**config.mk**
```make
export PLATFORM = sky130hd
export DESIGN_NAME = riscv_lsu
export DESIGN_NICKNAME = d
export VERILOG_FILES = /design/src/rtl/riscv_pkg.sv /design/src/rtl/riscv_lsu_pkg.sv /design/src/rtl/lsu_data_align.sv /design/src/rtl/riscv_lsu.sv
export SDC_FILE = /design/constraint.sdc
export NUM_CORES = 1
export LEC_CHECK = 0
export CAP_MARGIN = 20
export CORE_MARGIN = 4
export CORE_UTILIZATION = 46
export CTS_CLUSTER_DIAMETER = 150
export DETAILED_ROUTE_END_ITERATION = 7
export GPL_TIMING_DRIVEN = 1
export PLACE_DENSITY = 0.9
export SLEW_MARGIN = 30
export SYNTH_ARGS = -nofsm -noshare
export SYNTH_HDL_FRONTEND = slang
export SYNTH_HIERARCHICAL = 1
export SYNTH_SLANG_ARGS = --single-unit
```
**constraint.sdc**
```tcl
create_clock -name clk_i -period 2 [get_ports clk_i]
set_input_delay 0.2 -clock clk_i [delete_from_list [all_inputs] [get_ports clk_i]]
set_output_delay 0.2 -clock clk_i [all_outputs]
set_load 0.1 [all_outputs]
```
**src/rtl/riscv_pkg.sv**
```systemverilog
// Core-wide constants shared between the pipeline and the memory subsystem.
package riscv_pkg;

  // Load/store size encoding carried on core_size_i.
  localparam logic [2:0] LDST_B  = 3'd0;
  localparam logic [2:0] LDST_H  = 3'd1;
  localparam logic [2:0] LDST_W  = 3'd2;
  localparam logic [2:0] LDST_BU = 3'd4;
  localparam logic [2:0] LDST_HU = 3'd5;

endpackage

```
**src/rtl/riscv_lsu_pkg.sv**
```systemverilog
// Types and helpers private to the load/store unit.
package riscv_lsu_pkg;
  import riscv_pkg::*;

  typedef enum logic [1:0] {
    IDLE = 2'd0,
    BUSY = 2'd1,
    DONE = 2'd2
  } lsu_state_t;

  // Unlisted size codes fall through to the word rule.
  function automatic logic lsu_misaligned(input logic [2:0] size, input logic [1:0] addr_lo);
    logic mis;
    mis = (addr_lo != 2'b00);
    if ((size == LDST_B) || (size == LDST_BU)) begin
      mis = 1'b0;
    end else if ((size == LDST_H) || (size == LDST_HU)) begin
      mis = addr_lo[0];
    end
    return mis;
  endfunction

endpackage

```
**src/rtl/lsu_data_align.sv**
```systemverilog
// Byte-lane steering: request-side byte enables and store replication,
// response-side load extraction with sign/zero extension.
module lsu_data_align
  import riscv_pkg::*;
  import riscv_lsu_pkg::*;
(
  input  logic [2:0]  req_size_i,
  input  logic [1:0]  req_addr_lo_i,
  input  logic [31:0] req_wd_i,
  output logic [3:0]  be_o,
  output logic [31:0] wd_o,
  output logic        misaligned_o,
  input  logic [2:0]  ld_size_i,
  input  logic [1:0]  ld_addr_lo_i,
  input  logic [31:0] ld_rd_i,
  output logic [31:0] ld_data_o
);

  logic        byte_mode;
  logic        half_mode;
  logic [31:0] ld_shifted;

  assign misaligned_o = lsu_misaligned(req_size_i, req_addr_lo_i);
  assign byte_mode    = (req_size_i == LDST_B) || (req_size_i == LDST_BU);
  assign half_mode    = (req_size_i == LDST_H) || (req_size_i == LDST_HU);

  always_comb begin
    be_o = 4'b1111;
    if (misaligned_o) begin
      be_o = 4'b0000;
    end else if (byte_mode) begin
      be_o = 4'b0001 << req_addr_lo_i;
    end else if (half_mode) begin
      be_o = 4'b0011 << req_addr_lo_i;
    end
  end

  // Every lane carries the datum so the enables alone select the written bytes.
  for (genvar gi = 0; gi < 4; gi++) begin : g_lane
    assign wd_o[8*gi +: 8] = byte_mode ? req_wd_i[7:0] :
                             half_mode ? req_wd_i[8*(gi%2) +: 8] :
                                         req_wd_i[8*gi +: 8];
  end

  assign ld_shifted = ld_rd_i >> {ld_addr_lo_i, 3'b000};

  always_comb begin
    unique case (ld_size_i)
      LDST_B:  ld_data_o = {{24{ld_shifted[7]}}, ld_shifted[7:0]};
      LDST_BU: ld_data_o = {24'b0, ld_shifted[7:0]};
      LDST_H:  ld_data_o = {{16{ld_shifted[15]}}, ld_shifted[15:0]};
      LDST_HU: ld_data_o = {16'b0, ld_shifted[15:0]};
      default: ld_data_o = ld_shifted;
    endcase
  end

endmodule

```
**src/rtl/riscv_lsu.sv**
```systemverilog
// Load/store unit: turns core accesses into a registered req/ready memory
// transaction, stalling the core until completion, misalignment or timeout.
module riscv_lsu
  import riscv_lsu_pkg::*;
#(
  parameter int unsigned TIMEOUT_CYCLES = 255
) (
  input  logic        clk_i,
  input  logic        rst_i,
  input  logic        core_req_i,
  input  logic        core_we_i,
  input  logic [2:0]  core_size_i,
  input  logic [31:0] core_addr_i,
  input  logic [31:0] core_wd_i,
  output logic [31:0] core_rd_o,
  output logic        core_stall_o,
  output logic        lsu_err_o,
  output logic        mem_req_o,
  output logic        mem_we_o,
  output logic [3:0]  mem_be_o,
  output logic [31:0] mem_addr_o,
  output logic [31:0] mem_wd_o,
  input  logic [31:0] mem_rd_i,
  input  logic        mem_ready_i
);

  // The counter holds the number of BUSY cycles already spent without ready.
  localparam int unsigned TO_LAST = (TIMEOUT_CYCLES == 0) ? 0 : TIMEOUT_CYCLES - 1;
  localparam int unsigned CNT_W   = (TO_LAST == 0) ? 1 : $clog2(TO_LAST + 1);

  lsu_state_t        state_q, state_d;
  logic              we_q, we_d;
  logic [2:0]        size_q, size_d;
  logic [1:0]        addr_lo_q, addr_lo_d;
  logic [CNT_W-1:0]  cnt_q, cnt_d;
  logic              err_q, err_d;
  logic [31:0]       rdata_q, rdata_d;
  logic              mem_req_q, mem_req_d;
  logic              mem_we_q, mem_we_d;
  logic [3:0]        mem_be_q, mem_be_d;
  logic [31:0]       mem_addr_q, mem_addr_d;
  logic [31:0]       mem_wd_q, mem_wd_d;

  logic [3:0]        be;
  logic [31:0]       wd;
  logic              misaligned;
  logic [31:0]       ld_data;
  logic              timeout_hit;

  lsu_data_align u_align (
    .req_size_i    (core_size_i),
    .req_addr_lo_i (core_addr_i[1:0]),
    .req_wd_i      (core_wd_i),
    .be_o          (be),
    .wd_o          (wd),
    .misaligned_o  (misaligned),
    .ld_size_i     (size_q),
    .ld_addr_lo_i  (addr_lo_q),
    .ld_rd_i       (mem_rd_i),
    .ld_data_o     (ld_data)
  );

  if (TIMEOUT_CYCLES == 0) begin : g_no_timeout
    assign timeout_hit = 1'b0;
  end else begin : g_timeout
    assign timeout_hit = (cnt_q == CNT_W'(TO_LAST));
  end

  always_comb begin
    state_d    = state_q;
    we_d       = we_q;
    size_d     = size_q;
    addr_lo_d  = addr_lo_q;
    cnt_d      = cnt_q;
    err_d      = 1'b0;
    rdata_d    = rdata_q;
    mem_req_d  = mem_req_q;
    mem_we_d   = mem_we_q;
    mem_be_d   = mem_be_q;
    mem_addr_d = mem_addr_q;
    mem_wd_d   = mem_wd_q;

    unique case (state_q)
      IDLE: begin
        if (core_req_i) begin
          we_d      = core_we_i;
          size_d    = core_size_i;
          addr_lo_d = core_addr_i[1:0];
          if (misaligned) begin
            state_d = DONE;
            err_d   = 1'b1;
            if (!core_we_i) rdata_d = '0;
          end else begin
            state_d    = BUSY;
            cnt_d      = '0;
            mem_req_d  = 1'b1;
            mem_we_d   = core_we_i;
            mem_be_d   = be;
            mem_addr_d = {core_addr_i[31:2], 2'b00};
            mem_wd_d   = wd;
          end
        end
      end
      BUSY: begin
        if (mem_ready_i || timeout_hit) begin
          state_d    = DONE;
          mem_req_d  = 1'b0;
          mem_we_d   = 1'b0;
          mem_be_d   = '0;
          mem_addr_d = '0;
          mem_wd_d   = '0;
          // Ready takes priority over a coincident timeout.
          if (mem_ready_i) begin
            if (!we_q) rdata_d = ld_data;
          end else begin
            err_d = 1'b1;
            if (!we_q) rdata_d = '0;
          end
        end else if (cnt_q != {CNT_W{1'b1}}) begin
          cnt_d = cnt_q + 1'b1;
        end
      end
      DONE: begin
        state_d = IDLE;
      end
      default: begin
        state_d = IDLE;
      end
    endcase
  end

  always_ff @(posedge clk_i or negedge rst_i) begin
    if (!rst_i) begin
      state_q    <= IDLE;
      we_q       <= 1'b0;
      size_q     <= '0;
      addr_lo_q  <= '0;
      cnt_q      <= '0;
      err_q      <= 1'b0;
      rdata_q    <= '0;
      mem_req_q  <= 1'b0;
      mem_we_q   <= 1'b0;
      mem_be_q   <= '0;
      mem_addr_q <= '0;
      mem_wd_q   <= '0;
    end else begin
      state_q    <= state_d;
      we_q       <= we_d;
      size_q     <= size_d;
      addr_lo_q  <= addr_lo_d;
      cnt_q      <= cnt_d;
      err_q      <= err_d;
      rdata_q    <= rdata_d;
      mem_req_q  <= mem_req_d;
      mem_we_q   <= mem_we_d;
      mem_be_q   <= mem_be_d;
      mem_addr_q <= mem_addr_d;
      mem_wd_q   <= mem_wd_d;
    end
  end

  // Stall releases combinationally in DONE so the core retires that cycle.
  assign core_stall_o = core_req_i & (state_q != DONE);
  assign lsu_err_o    = err_q;
  assign core_rd_o    = rdata_q;
  assign mem_req_o    = mem_req_q;
  assign mem_we_o     = mem_we_q;
  assign mem_be_o     = mem_be_q;
  assign mem_addr_o   = mem_addr_q;
  assign mem_wd_o     = mem_wd_q;

endmodule

```
==> flow_metrics.py, run 1 <==
metrics = {
    "clock_tree": {
        "clkTransAtPathRegs_ns": 0.06,
        "htree_levels": 4,
        "cts_sinks": 117,
        "numCtsBuffers": 17,
        "cts-root-buf": "clkbuf_16",
        "cts_max_path_buffers": 2,
        "cts_tree": "yes",
        "clk_latency_ns": 0.41,
    },
    "run_status": {
        "status": "finished, final reports clean",
    },
    "logic_synthesis": {
        "synthesis.instances": 523,
        "synth_area_sq_mm": 0.00618,
        "ys_ff_latch": 117,
        "synth_top_area_share": 0.474,
        "async_flop_share": 1.00,
        "yosys_warnings": 6,
        "synth_top_cell_by_area": "dfrtp_1",
        "synth_edf_count": 0,
        "syn_area_per_cell_sq_um": 11.8,
        "ys_types": 53,
        "ys_top_cells_by_area": "dfrtp_1 47%, a22o_1 9.8%, mux2_2 5.6%",
        "ys_seq_area_frac": 0.474,
        "synthFlopType": "dfrtp_1",
    },
    "global_route": {
        "antenna_found_initial": 0,
        "grt_first_pass_wirelength_um": 28000,
        "gr-total-overflow": 0,
        "grt_usage": 0.239,
        "first_global_vias": 5306,
        "grt_start_max_net_pins": 46,
    },
    "final_layout": {
        "final_design_area_no_fill_sq_mm": 0.00887,
        "final_util": 0.672,
        "final_nets": 846,
        "drive_above_1_share": 0.334,
        "n_fill_cell": 956,
        "areaGrowthSynthToFinish_pct": 43.5,
        "multi_input_area_sq_mm": 0.00293,
        "mostFrequentLayoutCells": "131 x buf_4, 116 x dfrtp_1, 102 x clkdlybuf4s50_1, 69 x a22o_1, 34 x and3_1",
        "seqCellArea_sq_mm": 0.00293,
        "mostFrequentLayoutCell": "buf_4",
        "antenna_cells": 0,
    },
    "sta": {
        "finalCriticalPeriod_ns": 1.94,
        "setup_viol": 0,
        "fin_tns_setup_ns": 0,
        "fin_crit_sh": 0.971,
        "fin_worst_skew_ns": 0.00900,
        "slew_violations": 0,
        "max_freq_ghz": 0.515,
        "finalHoldViolations": 0,
        "whs_ns": 0.281,
    },
    "floorplanning": {
        "rows": 42,
        "core_sq_mm": 0.0132,
        "dieArea_sq_mm": 0.0154,
        "die_h_um": 124,
        "die_w_um": 124,
        "ios": 208,
        "start_util": 0.469,
    },
    "power": {
        "power_mw": 16.2,
        "p_per_area_mw_per_mm2": 1830,
        "p_leak_nw": 4.36,
        "irDropWorstVdd_uv": 1720,
    },
    "critical_path": {
        "ff2ff_setup_slack_ns": 0.06,
        "r2r_cells": 7,
        "path_class": "register to register",
        "cp.required_ns": 2.29,
        "endpoint_kind": "register",
        "startpoint_type": "register",
        "cp-startpoint": "cnt_q[0]$_DFFE_PN0P_",
        "reg2reg_from": "cnt_q[0]$_DFFE_PN0P_",
        "worstPathMaxFanout": 32,
        "r2r_end": "core_rd_o[30]$_DFFE_PN0P_",
        "worstPathArrival_ns": 2.23,
    },
    "route": {
        "drc": 0,
        "drtIter0Drc": 356,
        "vias_per_cell": 5.57,
        "wirelength_um": 18100,
        "drtAntennaViolNets": 0,
        "wl_per_cell_um": 19.6,
        "vias": 5145,
        "dr.pass1.iters": 5,
    },
    "worst_hold_path": {
        "hold_class": "primary input to asynchronous set/reset pin",
    },
    "flow_run": {
        "max_cap_viol_count": 0,
    },
    "placed_design": {
        "place_area_sq_mm": 0.00828,
        "gp_congestion": 0.901,
        "portBuffers": 205,
        "dp_hpwl_um": 13600,
    },
}
## through the flow
stage | setup WS [ns] | instances
after floorplan | 0.0630 | 524
after global placement | -0.259 | 891
after detailed placement | -0.346 | 891
after CTS | 0.0658 | 924
after global routing | -0.0206 | 924
final | 0.0589 | 924
## where the power goes
| part | switching [mW] | internal [mW] |
|---|---|---|
| Sequential | 0.596 | 3.14 |
| Combinational | 7.08 | 2.58 |
| Clock | 1.10 | 1.75 |
## worst max-delay path by stage
stage                                      endpoint  cells after the start
final                     core_rd_o[30]$_DFFE_PN0P_                      7
after global routing      core_rd_o[30]$_DFFE_PN0P_                      7
after CTS                 core_rd_o[30]$_DFFE_PN0P_                      7
after detailed placement  core_rd_o[30]$_DFFE_PN0P_                     10
after global placement     core_rd_o[0]$_DFFE_PN0P_                     10
after floorplan           core_rd_o[10]$_DFFE_PN0P_                      8
## state kept, by name (all words and copies together) (netlist names)
name	cells
size_q	3
core_rd_o	32
mem_be_o	4
mem_we_o	1
we_q	1
state_q	2
addr_lo_q	2
cnt_q	8
mem_wd_o	32
mem_addr_o	30
mem_req_o	1
lsu_err_o	1
## cell families (layout without fill, tap and decap cells)
family / count (synthesis) / count (layout) / share of synthesized area
multiplexers: 83 / 83 / 0.159
flip-flops: 117 / 117 / 0.474
XOR/XNOR: 3 / 3 / 0.00425
AND/OR/NAND/NOR: 105 / 105 / 0.103
adder cells (fa/ha/maj): 7 / 7 / 0.0142
AO/OA/AOI/OAI: 148 / 148 / 0.186
buffers and inverters: 59 / 283 / 0.0581
other: 1 / 2 / 0.000607
## routing by layer
layer  share of wire  vias to the layer above  global-route usage
li1                -                     2372                   -
met1            0.38                     2512               0.274
met2            0.52                      226               0.409
met3           0.081                       35              0.0845
met4           0.024                        0              0.0903
met5               0                        -                   0
## timing repair
item / 4_1_cts / 5_1_grt
hold buffers: 1 / 0
gates resized for setup: 0 / 6
setup endpoints to repair: 0 / 29
setup buffers: 0 / 0
endpoints found under the hold margin: 30 / 0
## cell type report
| cell class | count | area share |
|---|---|---|
| well taps | 176 | 0.0248 |
| clock inverters | 10 | 0.0111 |
| flip-flops and latches | 117 | 0.330 |
| multi-input cells | 348 | 0.331 |
| inverters | 7 | 0.00296 |
| clock buffers | 22 | 0.0512 |
| repair buffers | 244 | 0.249 |
## synth_stat cells, types with 2 or more instances
library cell / count
nand2_1: 15
o22ai_1: 9
inv_1: 7
a211oi_1: 7
or2_2: 11
ha_1: 7
and3_1: 34
a22o_1: 69
buf_4: 13
a211o_1: 2
xnor2_1: 2
buf_1: 2
nor2_2: 2
nand4_1: 2
nor2b_1: 13
buf_2: 17
mux2i_1: 26
nand2b_1: 4
o2bb2ai_1: 8
buf_6: 9
nor3_1: 4
dfrtp_1: 117
a21oi_1: 27
nand3_1: 4
mux2_4: 22
mux2_2: 31
clkbuf_1: 11
a21o_1: 3
nor2_1: 7
mux2_1: 4
o21ai_0: 12
## critical path, stage by stage (launching register included)
cell	delay, ns
dfrtp_1	0.44
inv_1	0.12
ha_2	0.22
nand3_2	0.14
o21ai_4	0.23
nand3_2	0.12
buf_12	0.21
mux2_1	0.34
Power figures use the tool's default switching activity.
==> run 2: changes to the inputs <==
--- a/config.mk
+++ b/config.mk
@@ -11,7 +11,7 @@
 export CTS_CLUSTER_DIAMETER = 150
 export DETAILED_ROUTE_END_ITERATION = 7
 export GPL_TIMING_DRIVEN = 1
-export PLACE_DENSITY = 0.9
+export PLACE_DENSITY_LB_ADDON = 0.1
 export SLEW_MARGIN = 30
 export SYNTH_ARGS = -nofsm -noshare
 export SYNTH_HDL_FRONTEND = slang
==> run 2 against run 1 <==
Net effect:
- worst setup slack improved by 0.069 ns
- count of clock-buffer cells in the layout decreased by 2
- maximum frequency increased by 3.7%
- first-iteration DRC count decreased by 27%
- flip-flop and latch count unchanged
- utilization increased by 0.27 points
- largest cell class is now flip-flops and latches
- final cell count decreased by 0.22%
- largest power group unchanged
- clock power increased by 13%
==> flow_metrics.py, run 2 (same netlist as run 1, synthesis figures left out) <==
metrics = {
    "floorplanning": {
        "rows": 42,
        "dieArea_sq_mm": 0.0154,
        "die_h_um": 124,
        "ios": 208,
        "die_w_um": 124,
        "core_sq_mm": 0.0132,
        "start_util": 0.469,
    },
    "sta": {
        "fin_tns_setup_ns": 0,
        "finalCriticalPeriod_ns": 1.87,
        "rsz0062_at_grt": "false",
        "fin_crit_sh": 0.936,
        "max_freq_ghz": 0.534,
        "finalHoldViolations": 0,
        "fin_worst_skew_ns": 0.00523,
        "worst_pin_slew_ns": 0.528,
        "setup_viol": 0,
        "slew_headroom": 0.648,
        "slew_violations": 0,
    },
    "placed_design": {
        "gp_congestion": 0.898,
        "place_area_sq_mm": 0.00826,
        "portBuffers": 205,
        "placed_cells": 889,
        "dp_hpwl_um": 12300,
    },
    "final_layout": {
        "areaGrowthSynthToFinish_pct": 44.0,
        "final_nets": 844,
        "mostFrequentLayoutCell": "buf_4",
        "stdcell_count": 922,
        "final_util": 0.675,
        "mostFrequentLayoutCells": "129 x buf_4, 117 x dfrtp_1, 102 x clkdlybuf4s50_1, 69 x a22o_1, 34 x and3_1",
        "drive_above_1_share": 0.331,
        "antenna_cells": 0,
        "final_design_area_no_fill_sq_mm": 0.00890,
    },
    "route": {
        "drc": 0,
        "wirelength_um": 16600,
        "wl_per_cell_um": 18.1,
        "vias": 4961,
        "dr.pass1.iters": 4,
        "vias_per_cell": 5.38,
        "drtAntennaViolNets": 0,
        "drtIter0Drc": 260,
    },
    "clock_tree": {
        "cts_sinks": 117,
        "cts_max_path_buffers": 2,
        "clk_latency_ns": 0.42,
        "postCtsSetupBuffers": 0,
        "htree_levels": 4,
        "cts_tree": "yes",
        "numCtsBuffers": 17,
        "clkTransAtPathRegs_ns": 0.05,
        "cts-root-buf": "clkbuf_16",
    },
    "flow_run": {
        "max_cap_viol_count": 0,
    },
    "global_route": {
        "grt_usage": 0.222,
        "antenna_found_initial": 0,
        "grt_start_max_net_pins": 50,
        "first_global_vias": 5079,
        "gr-total-overflow": 0,
        "grt_first_pass_wirelength_um": 26300,
    },
    "critical_path": {
        "worstPathArrival_ns": 2.17,
        "cp.required_ns": 2.30,
        "startpoint_type": "register",
        "worstPathMaxFanout": 32,
        "endpoint_kind": "register",
        "reg2reg_from": "cnt_q[0]$_DFFE_PN0P_",
        "path_class": "register to register",
        "cp-startpoint": "cnt_q[0]$_DFFE_PN0P_",
    },
    "power": {
        "p_per_area_mw_per_mm2": 1860,
        "power_mw": 16.5,
        "irDropWorstVdd_uv": 1650,
        "p_leak_nw": 4.40,
    },
    "worst_hold_path": {
        "hold_class": "primary input to asynchronous set/reset pin",
    },
    "run_status": {
        "status": "finished, final reports clean",
    },
}
[run 2: power by group]
| part | total (mW) | switching, mW | internal (mW) |
|---|---|---|---|
| logic | 9.65 | 7.03 | 2.62 |
| clock network | 3.21 | 1.09 | 2.12 |
| registers | 3.68 | 0.544 | 3.14 |
[run 2: final timing paths]
| kind | end | slack, ns | cells past startpoint |
|---|---|---|---|
| worst max-delay path | core_rd_o[13]$_DFFE_PN0P_ | 0.13 | 7 |
| max in group asynchronous | core_rd_o[10]$_DFFE_PN0P_ | 1.05 | 3 |
| worst min register to register | core_rd_o[30]$_DFFE_PN0P_ | 0.50 | 1 |
| worst min-delay path | core_rd_o[20]$_DFFE_PN0P_ | 0.30 | 2 |
| min in group clk_i | mem_addr_o[30]$_DFFE_PN0P_ | 0.38 | 2 |
| worst max register to register | core_rd_o[13]$_DFFE_PN0P_ | 0.13 | 7 |
[run 2: worst max-delay path, stage by stage (launching register included)]
cell and delay [ns]:
dfrtp_1 0.38, inv_1 0.10, ha_1 0.21, nand3_1 0.14, o21ai_2 0.25, nand3_2 0.14, buf_12 0.21, mux2_4 0.31
[run 2: metal layers]
| metal | track usage | vias to the layer above | wire length, um |
|---|---|---|---|
| li1 | - | 2367 | - |
| met1 | 0.290 | 2394 | 7200 |
| met2 | 0.340 | 173 | 7880 |
| met3 | 0.0758 | 27 | 1230 |
| met4 | 0.0856 | 0 | 335 |
| met5 | 0 | - | 0 |
[run 2: stage by stage]
step	worst slack (ns)	hold slack, ns
2_1_floorplan	0.0630	-0.0956
3_3_place_gp	-0.204	0.204
3_5_place_dp	-0.282	0.211
4_1_cts	0.0806	0.314
5_1_grt	0.0199	0.333
6_report	0.128	0.300
[run 2: final cells by class]
cell class | instances | area [sq um]
clock buffers | 20 | 447
repair buffers | 242 | 2190
fillers | 986 | 4290
inverters | 7 | 26.3
well taps | 176 | 220
clock inverters | 12 | 176
multi-input cells | 348 | 2910
flip-flops and latches | 117 | 2930
[run 2: what timing repair did]
item / 4_1_cts / 5_1_grt
resized for setup: 0 / 2
hold buffers: 1 / 0
endpoints found under the setup margin: 0 / 79
endpoints found under the hold margin: 34 / 0
==> RTL edit 1 (settings of run 1) <==
Take the reset off `rdata_q` and load it in a clocked block of its own.
--- a/src/rtl/riscv_lsu.sv
+++ b/src/rtl/riscv_lsu.sv
@@ -139,3 +139,2 @@
       err_q      <= 1'b0;
-      rdata_q    <= '0;
       mem_req_q  <= 1'b0;
@@ -152,3 +151,2 @@
       err_q      <= err_d;
-      rdata_q    <= rdata_d;
       mem_req_q  <= mem_req_d;
@@ -159,2 +157,6 @@
     end
+  end
+
+  always_ff @(posedge clk_i) begin
+    rdata_q <= rdata_d;
   end
Formal check against the unedited RTL: differs if rst_i is asserted again (counterexample within 4 cycles, from zero or initial values and one cycle with rst_i low); with rst_i held inactive, the same outputs for 4 cycles.
==> RTL edit 1 against run 1 <==
- global-route usage is 0.75 points lower
- routed wire length decreased by 6.3%
- fmax is 2.9% higher
- highest routed layer unchanged
- design area decreased by 4.5%
- critical path depth decreased by 1
- sequential cell count did not move
- worst setup slack improved by 55 ps
- total power shrank 0.18%
- area after synthesis is 6.2% lower
- combinational power down 3.3%
- sequential share of layout area increased by 3.4 points
==> RTL edit 1: results (changes against run 1) <==
metric	value	unit	change
status	completed		
multiplexer area fraction after synthesis	0.0931		-0.0663
critical path data arrival time	2200	ps	-30 ps
Worst path top cell family by delay	compound AO/OA/AOI/OAI gates		
share of cells above drive strength 1	0.303		-0.0308
post-route clock period utilization	0.943		-0.0277
largest cells by area after synthesis	dfrtp_1, edfxtp_1, a22o_1, mux2_2, mux2i_1		
routed wire length	17000	µm	-6.3%
GR Util All Layers	0.231		-0.00747
Compound-Gate Fraction of Synth Area	0.203		+0.0165
# fillers	854		-11%
CP Max Fanout	6		-81%
Met3 Routed Length	1670	µm	+14%
R2R setup slack	110	ps	+60 ps
crit path to	cnt_q[6]		
internal power	7500	µW	+0.39%
slowest stage cell, crit path	a21oi_1		
Async SR Flop Fraction	0.726		-0.274
Vias	4954		-3.7%
XOR/XNOR share of the synthesized area	0.00151		-0.00274
Seq/Total Area, Yosys	0.533		+0.0592
routability congestion estimate	0.901		about the same
number of synthesized flops with an enable pin	32		+32
Area Growth Syn to Fin	46.1	%	
post-DR wirelength/cell	19.5	µm	-0.52%
met3 Use GR	0.0730		-0.0115
Inst Count DP	837		-6.1%
number of global-route vias before repair	5092		-4.0%
first-pass GRT wire length	26500	µm	-5.4%
RTL edit 1: final cells by class:
| class | instances | share of cell area |
|---|---|---|
| clock inverter | 15 | 0.0200 |
| multi-input combinational | 311 | 0.288 |
| tap | 168 | 0.0248 |
| sequential | 117 | 0.365 |
| timing repair buffer | 235 | 0.249 |
| inverter | 7 | 0.00310 |
| clock buffer | 17 | 0.0503 |
RTL edit 1: power groups by stage:
stage	clock [µW]	sequential [µW]	combinational, µW
final	3020	3860	9340
after global routing	3190	3950	9680
after global placement	0	3850	9200
after floorplan	0	8730	2350
after CTS	3070	3860	9360
after detailed placement	0	3850	9360
RTL edit 1: worst reg2reg max path: cells and delay by family (launching register included):
kind            cells  cell delay (ps)
buf+inv             1               90
flops               1              390
fa+ha+maj           1              280
compound gates      4             1040
RTL edit 1: repair_timing:
action | CTS | global route
hold endpoints to repair | 19 | 0
hold buffers | 1 | 0
resized for setup | 0 | 0
==> RTL edit 2 (settings of run 1) <==
Made on the original files. The parameter `TIMEOUT_CYCLES` goes from 255 to 510.
--- a/src/rtl/riscv_lsu.sv
+++ b/src/rtl/riscv_lsu.sv
@@ -5,3 +5,3 @@
 #(
-  parameter int unsigned TIMEOUT_CYCLES = 255
+  parameter int unsigned TIMEOUT_CYCLES = 510
 ) (
Formal check against the unedited RTL: same outputs for any inputs over 4 cycles, from zero or initial values and one cycle with rst_i low; that may be too few to reach the edited logic, so the function may still have changed.
==> RTL edit 2 against run 1 <==
- area after synthesis decreased by 5.2%
- global-route usage about the same
- non-clock buffer count increased by 1
- worst setup slack improved by 13 ps
- critical path depth increased by 1
- first-iteration DRC count increased by 32%
- routed wire length decreased by 1.7%
- design area decreased by 2.7%
- sequential cell count increased by 1
- die area decreased by 4.9%
Power is not shown: default switching activity piles up to over one toggle a cycle in this logic, so the estimate is an artifact.
==> RTL edit 2: results (changes against run 1) <==
metric	value	unit	change
worst slack at placement	-195	ps	+151 ps
Final Net Count	820		-3.1%
top cells by count, synth	dfrtp_1, a22o_1, a21oi_1, mux2i_1, mux2_2		
critical path data arrival time	2260	ps	+30 ps
met3 Use GR	0.0608		-0.0237
first-pass GRT wire length	27500	µm	-1.8%
share of cells above drive strength 1	0.323		-0.0111
# fillers	860		-10%
clk_skew	7.00	ps	-2.00 ps
comb_multi_in	319		-8.3%
met1 GRT Util	0.307		+0.0333
# diodes	1		+1
Synth Area in Adders	0.0171		+0.00292
Seq cells post-synth	118		+0.85%
Seq/Total Area, Yosys	0.504		+0.0304
Core Util, Final	0.706		+0.0341
routability congestion estimate	0.919		+2.0%
multiplexer area fraction after synthesis	0.0955		-0.0639
routed wire length	17800	µm	-1.7%
CP Max Fanout	62		+94%
number of DRC markers in iteration 0	470		+32%
M1 WL	7160	µm	+4.5%
initial antenna violation count	1		+1
status	completed		
WL met2	8890	µm	-5.2%
non-clock buffer total of the final layout	245		+0.41%
number of global-route vias before repair	5025		-5.3%
Inst Count DP	849		-4.7%
pin count of the biggest net entering global routing	69		+50%
Syn Area/Cell	11.9	µm²	+0.75%
Global Route met2 Usage	0.392		-0.0171
Reg area	0.00295	mm²	+0.81%
==> RTL edit 2: timing repair <==
action                                  4_1_cts  5_1_grt
endpoints found under the hold margin        27        0
hold buffers                                  1        0
buffers inserted                              4        3
pin swaps                                     1        5
endpoints found under the setup margin        1       41
resized for setup                             6        8
==> RTL edit 2: worst paths after layout <==
kind	startpoint	end	slack, ps	depth (start not counted)
setup / recovery	cnt_q[0]	mem_wd_o[20]	70	8
hold / removal	rst_i	core_rd_o[0]	280	2
setup reg to reg	cnt_q[0]	mem_wd_o[20]	70	8
hold reg to reg	core_rd_o[3]	core_rd_o[3]	500	1
max in group asynchronous	rst_i	mem_wd_o[10]	1100	3
min in group clk_i	core_addr_i[4]	mem_addr_o[4]	400	2
==> RTL edit 2: critical path, cell delays in order (launching register included) <==
cell and delay [ps]:
dfrtp_1 410, buf_4 160, ha_1 190, nand4_1 80
buf_4 160, nor2_2 70, o31ai_4 240, buf_12 290
a22o_1 200
